File: src/rtl/bp_table_update_scheduler_pkg.sv
// Shared types and default sizing for the PHT update scheduler.
package bp_table_update_scheduler_pkg;

  localparam int unsigned PHT_INDEX_LENGTH_DEFAULT   = 8;
  localparam int unsigned UPDATE_QUEUE_DEPTH_DEFAULT = 4;
  localparam logic [1:0]  PHT_INIT_VALUE_DEFAULT     = 2'b01;

  typedef enum logic {
    INIT = 1'b0,
    RUN  = 1'b1
  } bp_sched_state_type;

endpackage

File: src/rtl/bp_table_update_scheduler_update_queue.sv
// Update FIFO for pending PHT counter writes, with a parallel index compare that
// returns the youngest queued counter for a lookup address.
module bp_table_update_scheduler_update_queue
  import bp_table_update_scheduler_pkg::*;
#(
  parameter int unsigned INDEX_W = PHT_INDEX_LENGTH_DEFAULT,
  parameter int unsigned DEPTH   = UPDATE_QUEUE_DEPTH_DEFAULT
) (
  input  logic                       clk,
  input  logic                       rst,
  input  logic                       i_clr,
  input  logic                       i_push,
  input  logic [INDEX_W-1:0]         i_push_index,
  input  logic [1:0]                 i_push_counter,
  input  logic                       i_pop,
  output logic [INDEX_W-1:0]         o_head_index,
  output logic [1:0]                 o_head_counter,
  output logic [$clog2(DEPTH):0]     o_count,
  output logic                       o_full,
  output logic                       o_empty,
  input  logic [INDEX_W-1:0]         i_lookup_index,
  output logic                       o_fwd_hit,
  output logic [1:0]                 o_fwd_counter
);

  localparam int unsigned PTR_W = $clog2(DEPTH);
  localparam int unsigned CNT_W = PTR_W + 1;

  typedef struct packed {
    logic [INDEX_W-1:0] index;
    logic [1:0]         counter;
  } pht_update_entry_type;

  pht_update_entry_type r_mem [DEPTH];
  logic [PTR_W-1:0]     r_wr_ptr;
  logic [PTR_W-1:0]     r_rd_ptr;
  logic [CNT_W-1:0]     r_count;

  always_ff @(posedge clk or posedge rst) begin
    if (rst) begin
      r_wr_ptr <= '0;
      r_rd_ptr <= '0;
      r_count  <= '0;
    end else if (i_clr) begin
      r_wr_ptr <= '0;
      r_rd_ptr <= '0;
      r_count  <= '0;
    end else begin
      if (i_push) r_wr_ptr <= r_wr_ptr + PTR_W'(1);
      if (i_pop)  r_rd_ptr <= r_rd_ptr + PTR_W'(1);
      unique case ({i_push, i_pop})
        2'b10:   r_count <= r_count + CNT_W'(1);
        2'b01:   r_count <= r_count - CNT_W'(1);
        default: r_count <= r_count;
      endcase
    end
  end

  always_ff @(posedge clk) begin
    if (i_push && !i_clr) r_mem[r_wr_ptr] <= '{index: i_push_index, counter: i_push_counter};
  end

  assign o_head_index   = r_mem[r_rd_ptr].index;
  assign o_head_counter = r_mem[r_rd_ptr].counter;
  assign o_count        = r_count;
  assign o_full         = (r_count == CNT_W'(DEPTH));
  assign o_empty        = (r_count == '0);

  // Walk oldest to youngest so the last match wins.
  always_comb begin
    logic [PTR_W-1:0] w_slot;
    o_fwd_hit     = 1'b0;
    o_fwd_counter = '0;
    w_slot        = '0;
    for (int k = 0; k < int'(DEPTH); k++) begin
      w_slot = r_rd_ptr + PTR_W'(k);
      if ((CNT_W'(k) < r_count) && (r_mem[w_slot].index == i_lookup_index)) begin
        o_fwd_hit     = 1'b1;
        o_fwd_counter = r_mem[w_slot].counter;
      end
    end
  end

endmodule

File: src/rtl/bp_table_update_scheduler.sv
// Owns the single-port PHT: init sweep after reset/flush, then arbitrates IF lookups
// against queued EX counter writes and forwards pending values to lookups.
module bp_table_update_scheduler
  import bp_table_update_scheduler_pkg::*;
#(
  parameter int unsigned PHT_INDEX_LENGTH   = PHT_INDEX_LENGTH_DEFAULT,
  parameter int unsigned UPDATE_QUEUE_DEPTH = UPDATE_QUEUE_DEPTH_DEFAULT,
  parameter logic [1:0]  PHT_INIT_VALUE     = PHT_INIT_VALUE_DEFAULT
) (
  input  logic                                clk,
  input  logic                                rst,
  input  logic                                flush_req,
  input  logic                                upd_valid,
  input  logic [PHT_INDEX_LENGTH-1:0]         upd_index,
  input  logic [1:0]                          upd_counter,
  output logic                                upd_ready,
  input  logic                                lookup_req,
  input  logic [PHT_INDEX_LENGTH-1:0]         lookup_index,
  output logic                                lookup_grant,
  output logic                                fwd_hit,
  output logic [1:0]                          fwd_counter,
  output logic                                pht_en,
  output logic                                pht_we,
  output logic [PHT_INDEX_LENGTH-1:0]         pht_addr,
  output logic [1:0]                          pht_wdata,
  output logic                                init_busy,
  output logic [$clog2(UPDATE_QUEUE_DEPTH):0] queue_count
);

  bp_sched_state_type            r_state;
  logic [PHT_INDEX_LENGTH-1:0]   r_init_ptr;

  logic                          w_run;
  logic                          w_full;
  logic                          w_empty;
  logic                          w_push;
  logic                          w_pop;
  logic [PHT_INDEX_LENGTH-1:0]   w_head_index;
  logic [1:0]                    w_head_counter;
  logic                          w_fwd_hit;
  logic [1:0]                    w_fwd_counter;

  assign w_run     = (r_state == RUN);
  assign init_busy = !w_run;
  assign upd_ready = w_run && !w_full;
  // A flush in the same cycle discards the incoming update.
  assign w_push    = upd_valid && upd_ready && !flush_req;
  assign w_pop     = w_run && (w_full || (!lookup_req && !w_empty));

  assign lookup_grant = w_run && !w_full && lookup_req;
  assign fwd_hit      = w_run && w_fwd_hit;
  assign fwd_counter  = w_fwd_counter;

  always_comb begin
    pht_en    = 1'b0;
    pht_we    = 1'b0;
    pht_addr  = '0;
    pht_wdata = w_head_counter;
    if (!w_run) begin
      pht_en    = 1'b1;
      pht_we    = 1'b1;
      pht_addr  = r_init_ptr;
      pht_wdata = PHT_INIT_VALUE;
    end else if (w_pop) begin
      pht_en    = 1'b1;
      pht_we    = 1'b1;
      pht_addr  = w_head_index;
    end else if (lookup_grant) begin
      pht_en    = 1'b1;
      pht_addr  = lookup_index;
    end
  end

  always_ff @(posedge clk or posedge rst) begin
    if (rst) begin
      r_state    <= INIT;
      r_init_ptr <= '0;
    end else begin
      unique case (r_state)
        INIT: begin
          if (flush_req) begin
            r_init_ptr <= '0;
          end else begin
            r_init_ptr <= r_init_ptr + PHT_INDEX_LENGTH'(1);
            if (r_init_ptr == '1) r_state <= RUN;
          end
        end
        RUN: begin
          if (flush_req) begin
            r_state    <= INIT;
            r_init_ptr <= '0;
          end
        end
        default: r_state <= INIT;
      endcase
    end
  end

  bp_table_update_scheduler_update_queue #(
    .INDEX_W (PHT_INDEX_LENGTH),
    .DEPTH   (UPDATE_QUEUE_DEPTH)
  ) u_update_queue (
    .clk            (clk),
    .rst            (rst),
    .i_clr          (flush_req),
    .i_push         (w_push),
    .i_push_index   (upd_index),
    .i_push_counter (upd_counter),
    .i_pop          (w_pop),
    .o_head_index   (w_head_index),
    .o_head_counter (w_head_counter),
    .o_count        (queue_count),
    .o_full         (w_full),
    .o_empty        (w_empty),
    .i_lookup_index (lookup_index),
    .o_fwd_hit      (w_fwd_hit),
    .o_fwd_counter  (w_fwd_counter)
  );

endmodule

File: config.mk
export PLATFORM = sky130hd
export DESIGN_NAME = bp_table_update_scheduler
export DESIGN_NICKNAME = d
export VERILOG_FILES = /design/src/rtl/bp_table_update_scheduler_pkg.sv /design/src/rtl/bp_table_update_scheduler_update_queue.sv /design/src/rtl/bp_table_update_scheduler.sv
export SDC_FILE = /design/constraint.sdc
export NUM_CORES = 1
export LEC_CHECK = 0
export ABC_AREA = 1
export ABC_CLOCK_PERIOD_IN_PS = 2700
export CAP_MARGIN = 20
export CORE_MARGIN = 1.5
export CORE_UTILIZATION = 36
export DETAILED_ROUTE_END_ITERATION = 10
export DONT_BUFFER_PORTS = 1
export PLACE_DENSITY = 0.6
export SETUP_SLACK_MARGIN = 0.4
export SLEW_MARGIN = 20
export SYNTH_ARGS = -nofsm -noshare
export SYNTH_HDL_FRONTEND = slang
export SYNTH_SLANG_ARGS = --single-unit
File: constraint.sdc
create_clock -name clk -period 2.7 [get_ports clk]
set_input_delay 0.27 -clock clk [delete_from_list [all_inputs] [get_ports clk]]
set_output_delay 0.27 -clock clk [all_outputs]
set_load 0.01 [all_outputs]
==> results by group <==
Drt
  • Routed len/inst: 16.0 µm
  • Total wire length: 12100 µm
  • Routed vias/inst: 5.21
  • DRC: 0
  • Routed via count: 3915
  • Remaining antenna violation count: 0
  • Pre-antenna DRT Iters: 5
  • DRT iter0 DRCs: 381

STA
  • Final setup margin: 0.196 ns
  • Fmax: 399 MHz
  • Final hold vios: 0
  • Slew @ Worst Pin: 0.722 ns
  • Final min period: 2.50 ns
  • Max-slew violation count: 0
  • RSZ-0062 raised after global routing: true
  • Slew Limit Headroom: 0.518
  • Setup_tns: 0 ns
  • Final setup vio count: 0
  • Final Skew: 0.0186 ns
  • Period utilisation layout: 0.927

Cells and area
  • Final std cells w/o fill: 752
  • Diodes inserted: 0
  • Layout area overhead: 14.7%
  • Most common cell after layout, fill and taps aside: nand2_1
  • Nets: 643
  • Share of layout cells above drive strength 1: 0.147
  • Fin area: 4730 µm²
  • FILL cells: 1124
  • Most frequent cells in the layout: 228 x nand2_1, 65 x inv_1, 61 x nand3_1

Critical path
  • Worst EP arrival: 2.23 ns
  • Most frequent CP cell: nand2_1
  • CP delay by family, top: simple AND/OR/NAND/NOR gates
  • CP Launch Type: flop
  • Slowest CP cell: dfrtp_2
  • R2R Path End: u_update_queue.o_count[2]
  • CP endpoint kind: primary output
  • Worst-case reg-to-reg path depth: 14
  • CP peak stage delay: 0.50 ns
  • Critical Path Sink: fwd_counter[0]
  • Critical path class: reg2out
  • CP bufs+invs: 1
  • R2R Setup Slk: 0.61 ns
  • Crit path from: u_update_queue.r_rd_ptr[0]
  • Critical path data required time: 2.43 ns
  • CP cell instances: buf_12, nand2_1, nand3_1, nand2_1, a21oi_2, nand2_1, nor2_4, nand4_1, nand2_1, nand2_1, nand2_1, nand2_1, nand2_2
  • Worst R2R Start: u_update_queue.o_count[0]
  • Max FO, Critical Path: 25
  • Crit path depth: 13

Synthesis
  • Synthesis-stage register bit count: 56
  • Mean Syn Cell Area: 6.90 µm²
  • Post-synth top flop: edfxtp_1
  • Post-Synthesis Cells: 598
  • EDFF count, synth: 40
  • Post-Syn Nets: 630
  • Synth Warn #: 0
  • Post-synth ARST share: 0.286
  • Post-synthesis sequential area ratio: 0.388
  • Distinct cells, synth: 36
  • Post-Syn Area: 4130 µm²

Power and ir drop
  • Pwr Total: 1.80 mW
  • Pleak: 2.19 nW
  • VDD IR-drop max: 398 µV
  • Pwr dens: 381 nW/µm²

Die
  • Die Wd: 110 µm
  • Initial Util: 0.376
  • Core area: 11000 µm²
  • Ports: 44
  • Die Ht: 110 µm
  • Full die area: 12100 µm²
  • Rows: 38

Clocking
  • TritonCTS clock tree: yes
  • Max H-tree Level: 2
  • Clk slew on worst S/H paths: 0.09 ns
  • # clock sinks: 56
  • Clk buf depth: 2
  • CTS Root Cell: clkbuf_16
  • CTS buffer count: 5
  • Clock Latency Late Sink: 0.32 ns

Global route
  • Global-route wire length before repair: 18700 µm
  • GRT Total Usage: 0.209
  • Total gr overflow: 0
  • Antenna violations before repair: 0
  • Vias in the first global route: 3652
  • Largest net degree at the start of global routing: 27

Placed design
  • Placed Cells incl. Taps: 731
  • Port Buffers: 0
  • GP Congestion: 0.940
  • Placed inst area: 4260 µm²
  • Post-Place Worst Slack: 0.254 ns
  • Dpl hpwl: 9150 µm

Status
  • Status: finished, final reports clean

Run
  • MaxCap Viol Count: 0

Hold path
  • Hold Crit Class: in2reg
through the flow:
stage / hold slack (ns) / util
3_3_place_gp: 0.326 / 0.388
4_1_cts: 0.00708 / 0.416
6_report: 0.0121 / 0.431
5_1_grt: 0.0132 / 0.431
2_1_floorplan: 0.184 / -
3_5_place_dp: 0.321 / 0.388
synthesized netlist by cell type, types with 5 or more instances:
| library cell | number | share of area |
|---|---|---|
| nand4_1 | 5 | 0.0076 |
| inv_1 | 67 | 0.061 |
| dfrtp_1 | 16 | 0.097 |
| nand2_1 | 244 | 0.22 |
| nor2_1 | 31 | 0.028 |
| a21oi_1 | 9 | 0.011 |
| edfxtp_1 | 40 | 0.29 |
| buf_6 | 7 | 0.019 |
| nand3_1 | 66 | 0.080 |
| buf_2 | 5 | 0.0061 |
| o221ai_1 | 8 | 0.017 |
| xor2_1 | 7 | 0.015 |
| o21ai_0 | 36 | 0.044 |
| nor3_1 | 10 | 0.012 |
| ha_1 | 9 | 0.027 |
registers in the layout, indices dropped and copies added (netlist names):
signal	count
r_state	1
u_update_queue.o_count	3
u_update_queue.r_rd_ptr	2
u_update_queue.r_mem	40
r_init_ptr	8
u_update_queue.r_wr_ptr	2
power by group:
part	switching, mW	internal, mW	total [mW]
logic	0.0993	0.0532	0.153
registers	0.0159	0.931	0.947
clock network	0.345	0.358	0.703
cell families (layout without fill, tap and decap cells):
group | Yosys count | in the layout | share of synthesized area
AOI/OAI and AO/OA | 68 | 68 | 0.0971
xor gates and xnor gates | 8 | 8 | 0.0170
adders and majority gates | 9 | 9 | 0.0273
buffers and inverters | 90 | 102 | 0.101
DFF | 56 | 56 | 0.388
and+or+nand+nor | 367 | 369 | 0.369
routing by layer:
layer | vias to the layer above | part of all wire | global-route usage
met3 | 23 | 0.066 | 0.0517
met1 | 1802 | 0.44 | 0.264
li1 | 1969 | - | -
met4 | 0 | 0.025 | 0.0705
met2 | 121 | 0.46 | 0.348
met5 | - | 0 | 0
how the worst min path moves through the flow:
stage / to / from / cells after the start
final: r_init_ptr[4] / flush_req / 1
after global routing: r_init_ptr[4] / flush_req / 1
after CTS: r_init_ptr[4] / flush_req / 1
after detailed placement: u_update_queue.r_rd_ptr[1] / rst / 1
after global placement: u_update_queue.r_rd_ptr[1] / rst / 1
after floorplan: r_init_ptr[0] / rst / 1
what timing repair did:
action,CTS,global route
cloned,2,1
hold buffers,1,0
hold endpoints to repair,16,0
setup buffers,4,5
endpoints found under the setup margin,50,52
gates resized for setup,31,36
pin swaps,1,7
final cells by class:
| type | count | area, µm² | share of cell area |
|---|---|---|---|
| Multi-Input combinational cell | 454 | 2310 | 0.487 |
| Inverter | 71 | 279 | 0.0590 |
| Sequential cell | 56 | 1610 | 0.340 |
| Clock inverter | 3 | 28.8 | 0.00608 |
| Clock buffer | 5 | 125 | 0.0264 |
| Timing Repair Buffer | 23 | 211 | 0.0447 |
| Tap cell | 140 | 175 | 0.0370 |
No activity file was read; power rests on OpenSTA's default activity.
